$ cat config.mk
export PLATFORM = sky130hd
export DESIGN_NAME = lsu_mem_stage_flat
export DESIGN_NICKNAME = d
export VERILOG_FILES = /design/src/rtl/lsu_mem_stage_if.sv /design/src/rtl/lsu_mem_stage.sv /design/src/flat_wrapper.sv
export SDC_FILE = /design/constraint.sdc
export NUM_CORES = 1
export LEC_CHECK = 0
export ABC_AREA = 1
export CAP_MARGIN = 20
export CORE_ASPECT_RATIO = 0.7
export CORE_MARGIN = 5
export CORE_UTILIZATION = 37
export CTS_CLUSTER_SIZE = 40
export DETAILED_ROUTE_END_ITERATION = 16
export PLACE_DENSITY = 0.68
export SYNTH_ARGS = -nofsm -noshare
export SYNTH_HDL_FRONTEND = slang
export SYNTH_SLANG_ARGS = --single-unit
$ cat constraint.sdc
create_clock -name clk -period 2.4 [get_ports clk]
set_clock_uncertainty 0.1 [all_clocks]
set_input_delay 0.72 -clock clk [delete_from_list [all_inputs] [get_ports clk]]
set_output_delay 0.72 -clock clk [all_outputs]
set_load 0.1 [all_outputs]
$ cat src/rtl/lsu_mem_stage_if.sv
// Data-memory bus between the LSU memory stage (master) and the data memory (slave).
interface lsu_mem_stage_if;
    logic        dmem_req;
    logic        dmem_we;
    logic [31:0] dmem_addr;
    logic [31:0] dmem_wdata;
    logic [3:0]  dmem_be;
    logic        dmem_gnt;
    logic        dmem_rvalid;
    logic [31:0] dmem_rdata;

    modport master (
        output dmem_req, dmem_we, dmem_addr, dmem_wdata, dmem_be,
        input  dmem_gnt, dmem_rvalid, dmem_rdata
    );

    modport slave (
        input  dmem_req, dmem_we, dmem_addr, dmem_wdata, dmem_be,
        output dmem_gnt, dmem_rvalid, dmem_rdata
    );
endinterface

$ cat src/rtl/lsu_mem_stage.sv
// Memory-stage load/store unit: stalls the pipeline over a req/gnt/rvalid data-memory
// handshake, formats load data and store lanes, flags misaligned/illegal accesses and timeouts.
module lsu_mem_stage #(
    parameter int unsigned MEM_TIMEOUT = 255
) (
    input  logic                   clk,
    input  logic                   rst_n,
    input  logic [31:0]            instr_m,
    input  logic [31:0]            ALUResult_m,
    input  logic [31:0]            WriteData_m,
    input  logic                   MemWrite_m,
    input  logic [1:0]             ResultSrc_m,
    output logic [31:0]            ReadData_m,
    output logic                   stall_m,
    output logic                   access_fault,
    output logic                   timeout,
    lsu_mem_stage_if.master        dmem
);

    localparam int unsigned CW = $clog2(MEM_TIMEOUT + 1);
    localparam logic [CW-1:0] LIMIT = CW'(MEM_TIMEOUT - 1);

    typedef enum logic [1:0] {IDLE, REQ, RESP, DONE} state_t;

    state_t          state_q, state_d;
    logic [31:0]     addr_q, addr_d;
    logic [31:0]     wdata_q, wdata_d;
    logic [31:0]     rdata_q, rdata_d;
    logic [2:0]      funct3_q, funct3_d;
    logic            we_q, we_d;
    logic [3:0]      be_q, be_d;
    logic [CW-1:0]   cnt_q, cnt_d;

    logic [2:0]      f3;
    logic            is_store, is_load, access, misaligned, illegal_f3, fault;
    logic [3:0]      st_be;
    logic [31:0]     st_wdata;
    logic            unused_instr_bits;

    assign unused_instr_bits = ^{instr_m[31:15], instr_m[11:0]};

    function automatic logic [31:0] fmt_load(input logic [2:0] fn, input logic [1:0] off,
                                             input logic [31:0] word);
        logic [7:0]  b;
        logic [15:0] h;
        case (off)
            2'd0:    b = word[7:0];
            2'd1:    b = word[15:8];
            2'd2:    b = word[23:16];
            default: b = word[31:24];
        endcase
        h = off[1] ? word[31:16] : word[15:0];
        case (fn)
            3'b000:  fmt_load = {{24{b[7]}}, b};
            3'b100:  fmt_load = {24'd0, b};
            3'b001:  fmt_load = {{16{h[15]}}, h};
            3'b101:  fmt_load = {16'd0, h};
            3'b010:  fmt_load = word;
            default: fmt_load = '0;
        endcase
    endfunction

    always_comb begin
        f3         = instr_m[14:12];
        is_store   = MemWrite_m;
        is_load    = ~MemWrite_m & (ResultSrc_m == 2'b01);
        access     = is_store | is_load;
        misaligned = ((f3[1:0] == 2'b01) && ALUResult_m[0]) ||
                     ((f3[1:0] == 2'b10) && (ALUResult_m[1:0] != 2'b00));
        case (f3)
            3'b000, 3'b001, 3'b010: illegal_f3 = 1'b0;
            3'b100, 3'b101:         illegal_f3 = is_store;
            default:                illegal_f3 = 1'b1;
        endcase
        fault = access & (misaligned | illegal_f3);

        st_be    = '0;
        st_wdata = '0;
        case (f3[1:0])
            2'b00: begin
                st_be    = 4'b0001 << ALUResult_m[1:0];
                st_wdata = {4{WriteData_m[7:0]}};
            end
            2'b01: begin
                st_be    = ALUResult_m[1] ? 4'b1100 : 4'b0011;
                st_wdata = {2{WriteData_m[15:0]}};
            end
            2'b10: begin
                st_be    = 4'b1111;
                st_wdata = WriteData_m;
            end
            default: ;
        endcase
    end

    always_comb begin
        state_d         = state_q;
        addr_d          = addr_q;
        wdata_d         = wdata_q;
        rdata_d         = rdata_q;
        funct3_d        = funct3_q;
        we_d            = we_q;
        be_d            = be_q;
        cnt_d           = cnt_q;
        stall_m         = 1'b0;
        ReadData_m      = '0;
        access_fault    = 1'b0;
        timeout         = 1'b0;
        dmem.dmem_req   = 1'b0;
        dmem.dmem_we    = 1'b0;
        dmem.dmem_addr  = '0;
        dmem.dmem_wdata = '0;
        dmem.dmem_be    = '0;

        case (state_q)
            IDLE: begin
                if (access && fault) begin
                    access_fault = 1'b1;
                end else if (access) begin
                    stall_m  = 1'b1;
                    addr_d   = ALUResult_m;
                    funct3_d = f3;
                    we_d     = is_store;
                    wdata_d  = is_store ? st_wdata : '0;
                    be_d     = is_store ? st_be : 4'b1111;
                    rdata_d  = '0;
                    cnt_d    = '0;
                    state_d  = REQ;
                end
            end
            REQ: begin
                stall_m = 1'b1;
                cnt_d   = cnt_q + CW'(1);
                // Timeout takes priority: the request is withdrawn, so a gnt this cycle is no handshake.
                if (cnt_q == LIMIT) begin
                    timeout = 1'b1;
                    rdata_d = '0;
                    state_d = DONE;
                end else begin
                    dmem.dmem_req   = 1'b1;
                    dmem.dmem_we    = we_q;
                    dmem.dmem_addr  = {addr_q[31:2], 2'b00};
                    dmem.dmem_wdata = wdata_q;
                    dmem.dmem_be    = be_q;
                    if (dmem.dmem_gnt) begin
                        if (we_q) begin
                            state_d = DONE;
                        end else if (dmem.dmem_rvalid) begin
                            rdata_d = fmt_load(funct3_q, addr_q[1:0], dmem.dmem_rdata);
                            state_d = DONE;
                        end else begin
                            state_d = RESP;
                        end
                    end
                end
            end
            RESP: begin
                stall_m = 1'b1;
                cnt_d   = cnt_q + CW'(1);
                if (dmem.dmem_rvalid) begin
                    rdata_d = fmt_load(funct3_q, addr_q[1:0], dmem.dmem_rdata);
                    state_d = DONE;
                end else if (cnt_q == LIMIT) begin
                    timeout = 1'b1;
                    rdata_d = '0;
                    state_d = DONE;
                end
            end
            DONE: begin
                ReadData_m = rdata_q;
                state_d    = IDLE;
            end
            default: state_d = IDLE;
        endcase

        // Outputs are forced quiet while reset is held, even before the state register clears.
        if (!rst_n) begin
            stall_m         = 1'b0;
            ReadData_m      = '0;
            access_fault    = 1'b0;
            timeout         = 1'b0;
            dmem.dmem_req   = 1'b0;
            dmem.dmem_we    = 1'b0;
            dmem.dmem_addr  = '0;
            dmem.dmem_wdata = '0;
            dmem.dmem_be    = '0;
        end
    end

    always_ff @(posedge clk) begin
        if (!rst_n) begin
            state_q  <= IDLE;
            addr_q   <= '0;
            wdata_q  <= '0;
            rdata_q  <= '0;
            funct3_q <= '0;
            we_q     <= 1'b0;
            be_q     <= '0;
            cnt_q    <= '0;
        end else begin
            state_q  <= state_d;
            addr_q   <= addr_d;
            wdata_q  <= wdata_d;
            rdata_q  <= rdata_d;
            funct3_q <= funct3_d;
            we_q     <= we_d;
            be_q     <= be_d;
            cnt_q    <= cnt_d;
        end
    end

endmodule

$ cat src/flat_wrapper.sv
// flat-port wrapper written by rule: the top's interface ports become plain ports
module lsu_mem_stage_flat 
#(
    parameter int unsigned MEM_TIMEOUT = 255
)
  (clk, rst_n, instr_m, ALUResult_m, WriteData_m, MemWrite_m, ResultSrc_m, ReadData_m, stall_m, access_fault, timeout, dmem_dmem_req, dmem_dmem_we, dmem_dmem_addr, dmem_dmem_wdata, dmem_dmem_be, dmem_dmem_gnt, dmem_dmem_rvalid, dmem_dmem_rdata);
  lsu_mem_stage_if dmem_i ();
  input  logic clk;
  input  logic rst_n;
  input  logic [31:0] instr_m;
  input  logic [31:0] ALUResult_m;
  input  logic [31:0] WriteData_m;
  input  logic MemWrite_m;
  input  logic [1:0] ResultSrc_m;
  output logic [31:0] ReadData_m;
  output logic stall_m;
  output logic access_fault;
  output logic timeout;
  output wire logic [$bits(dmem_i.dmem_req)-1:0] dmem_dmem_req;
  output wire logic [$bits(dmem_i.dmem_we)-1:0] dmem_dmem_we;
  output wire logic [$bits(dmem_i.dmem_addr)-1:0] dmem_dmem_addr;
  output wire logic [$bits(dmem_i.dmem_wdata)-1:0] dmem_dmem_wdata;
  output wire logic [$bits(dmem_i.dmem_be)-1:0] dmem_dmem_be;
  input wire logic [$bits(dmem_i.dmem_gnt)-1:0] dmem_dmem_gnt;
  input wire logic [$bits(dmem_i.dmem_rvalid)-1:0] dmem_dmem_rvalid;
  input wire logic [$bits(dmem_i.dmem_rdata)-1:0] dmem_dmem_rdata;
  assign dmem_dmem_req = dmem_i.dmem_req;
  assign dmem_dmem_we = dmem_i.dmem_we;
  assign dmem_dmem_addr = dmem_i.dmem_addr;
  assign dmem_dmem_wdata = dmem_i.dmem_wdata;
  assign dmem_dmem_be = dmem_i.dmem_be;
  assign dmem_i.dmem_gnt = dmem_dmem_gnt;
  assign dmem_i.dmem_rvalid = dmem_dmem_rvalid;
  assign dmem_i.dmem_rdata = dmem_dmem_rdata;
  lsu_mem_stage #(.MEM_TIMEOUT(MEM_TIMEOUT)) u_core (.clk(clk), .rst_n(rst_n), .instr_m(instr_m), .ALUResult_m(ALUResult_m), .WriteData_m(WriteData_m), .MemWrite_m(MemWrite_m), .ResultSrc_m(ResultSrc_m), .ReadData_m(ReadData_m), .stall_m(stall_m), .access_fault(access_fault), .timeout(timeout), .dmem(dmem_i));
endmodule
==> run summary <==
Outcome: finished with violations
Failing checks: negative setup slack
Dominant delay contributor by cell family on the critical path: buffers and inverters
Cell with the biggest individual delay on the critical path: dfxtp_2
Cell type contributing the most total cell area after synthesis: dfxtp_1
Final Max Slew Viols: 0
Worst slack at placement: -0.684 ns
Area delta synth->final: 90.4%
Delay contributed by the slowest stage of the critical path: 0.33 ns
Setup repair after global routing missed its margin: true
Number of antenna violations at the first check in global routing: 2
Utilization of the core after routing: 71.2%
Inst Count DP: 1539
Per-instance average area after synthesis: 6.22 um^2
Die Height: 123 um
Flop and latch count out of synthesis: 114
Detailed placement HPWL: 17500 um
Post-Synth Adder-Cell Area: 1.31%
Detailed Route WL: 25600 um
Max_cap viols: 0
Combinational family with the most area after synthesis: simple AND/OR/NAND/NOR gates
Clock latency of the later-clocked register in the worst-skew pair: 0.41 ns
DRC violation count after routing: 0
Share of final-layout standard cells stronger than drive strength 1: 31.8%
CTS Sinks: 114
Fraction of the mapped netlist area in simple logic gates: 32.1%
Number of vias after detailed routing: 7889
Weighted congestion at the end of routability-driven global placement: 0.924
Top FF cell, synth: dfxtp_1
Cell Pwr Density: 716 nW/um^2
Root buffer cell: clkbuf_16
Hold Startpoint: u_core.be_q[1]
Die area: 20900 um^2
Global-route wire length before repair: 38200 um
Total placed instance area: 11400 um^2
Setup crit start kind: flop
Library cell with the highest instance count after synthesis: nand2_1
Count of routing violations after the opening detailed-route iteration: 755
Max-Slew Margin vs Limit: 66.5%
Overall global routing resource usage: 22.9%
Fin crit period: 2.81 ns
Clock-pin slew of the registers on the worst-case setup and hold paths: 0.05 ns
Cell Rows: 41
Wire length per cell after detailed routing: 16.0 um
Clock buffer count from CTS: 17
Worst IR drop on VDD: 0.727 mV
Total iterations of the first detailed-routing run: 7
Post-Synth XOR/XNOR Area: 0.262%
Antenna Violating Nets Remaining: 0
Total chip power: 9.13 mW
Worst path cell trace: inv_2, ha_4, nand2_2, nor2_2, nand2_2, nand2_4, nor2_4, buf_12, inv_12, clkbuf_16, nor2_4, buf_12
Critical Path End Type: output pin
Effective utilization at floorplan: 37.4%
Fin Hold WS: 0.382 ns
Filler cell count in the final layout: 1363
Fraction of synthesized area in multiplexers: 0%
IO buf count: 208
Endpoints failing hold: 0
Core area: 17900 um^2
Worst-path fanout max: 8
Final clock period utilization by the worst path: 117%
RR Startpoint: u_core.cnt_q[0]
Number of cells produced by synthesis: 1077
Fraction of the yosys area taken by sequential cells: 34.1%
Number of vias per cell after detailed routing: 4.92
Overflow left after global routing: 0
Buffers and inverters on the worst path: 5
Top cells by area, synth: dfxtp_1, nand2_1, inv_1, nor2_1, a21oi_1
Mapped cell area: 6690 um^2
Layout net count: 1494
Final instance area: 12700 um^2
Arrival time at the worst endpoint: 1.99 ns
Final worst setup slack: -0.407 ns
TritonCTS clock tree: built
Share of flip-flops with an asynchronous set or reset: 0%
Endpoint required time on the critical path: 1.58 ns
Pin count of the biggest net entering global routing: 41
Worst Path Class, Setup: reg -> out
Via count of the first global-routing pass: 7374
Leak Pwr: 5.26 nW
Launch point of the worst path: u_core.cnt_q[0]
CTS hold repair buffers: 0
CTS H-tree lvls: 4
Ys Warns: 0
Die extent in x: 171 um
Achievable frequency: 356 MHz
Clock buffer depth: 2
Area share of the leading cell type in the synthesized netlist: 34.1%
Number of standard cells in the final layout excluding fillers: 1603
Hold Path Class: reg -> reg
Transition time at the pin with the least slew margin: 0.502 ns
I/O pins: 240
Fraction of the mapped netlist area in compound gates: 17.9%
Final setup vio count: 103
Unique masters post-synth: 39
Total negative setup slack: -28.63 ns
Synth top cells by count: nand2_1, inv_1, nor2_1, dfxtp_1, a21oi_1
Number of flops mapped to enable cells by yosys: 0
[layer usage]
metal  wire [um]  part of all wire [%]  up-vias  global-route usage, %
li1            -                     -     3916                      -
met1       11400                    44     3637                   31.0
met2       11600                    45      303                   34.8
met3        2300                   9.0       33                   7.73
met4         318                   1.2        0                   6.43
met5           0                     0        -                      0
[power by group]
group / internal (mW) / switching [mW]
Clock: 1.80 / 0.973
Sequential: 2.10 / 0.107
Combinational: 1.62 / 2.53
Total: 5.52 / 3.61
[cells by family (layout without fill, tap and decap cells)]
logic type | after synthesis | count (layout)
XOR/XNOR | 2 | 2
flip-flops | 114 | 114
AO/OA/AOI/OAI | 201 | 201
other | 1 | 4
buffers and inverters | 233 | 519
adder cells (fa/ha/maj) | 7 | 7
AND/OR/NAND/NOR | 519 | 520
[tightest hold or removal path: cells and delay by family, from the launching register on]
family	cells	cell delay (ns)
AOI/OAI and AO/OA	1	0.07
DFF	1	0.30
and+or+nand+nor	1	0.05
[flip-flops by register name (all words and copies together) (netlist names)]
register / flops
u_core.cnt_q: 8
u_core.we_q: 1
u_core.rdata_q: 32
u_core.be_q: 4
u_core.state_q: 2
u_core.wdata_q: 32
u_core.funct3_q: 3
u_core.addr_q: 32
[placed cells by master (no fill, tap or decap), types with 4 or more instances in the layout]
cell and count:
a21oi_1 94, nand3_1 65, clkinv_4 5, nor2_4 111, clkdlybuf4s50_1 96, nand2_2 15, buf_16 10, nor2_1 57
bufinv_16 4, clkbuf_16 22, inv_1 156, o22ai_1 5, o21ai_1 6, ha_4 4, a22oi_1 4, a31oi_1 4
o22ai_2 19, buf_6 8, buf_12 118, clkbuf_2 4, inv_2 7, buf_4 69, dfxtp_1 110, o21ai_0 57
nand2_1 254
[repair_timing]
item | 4_1_cts | 5_1_grt
setup buffers | 12 | 14
setup endpoints to repair | 135 | 134
gates cloned | 4 | 7
resized for setup | 55 | 61
endpoints found under the hold margin | 0 | 0
pin swaps | 20 | 42
[final cells by class]
type,count,area [um^2],share of cell area (%)
well taps,236,295,2.32
repair buffers,315,4400,34.5
flip-flops and latches,114,2290,18.0
inverters,171,687,5.39
clock inverters,12,181,1.42
repair inverters,1,11.3,0.0884
diodes,2,5.00,0.0393
clock buffers,20,457,3.58
multi-input cells,732,4420,34.7
[final timing paths]
path,endpoint,slack [ns],cells after the start
hold / removal,u_core.be_q[1],0.38,2
setup reg to reg,u_core.rdata_q[1],0.26,12
setup / recovery,dmem_dmem_wdata[26],-0.41,12
hold reg to reg,u_core.be_q[1],0.38,2
No activity file was read; power rests on OpenSTA's default activity.
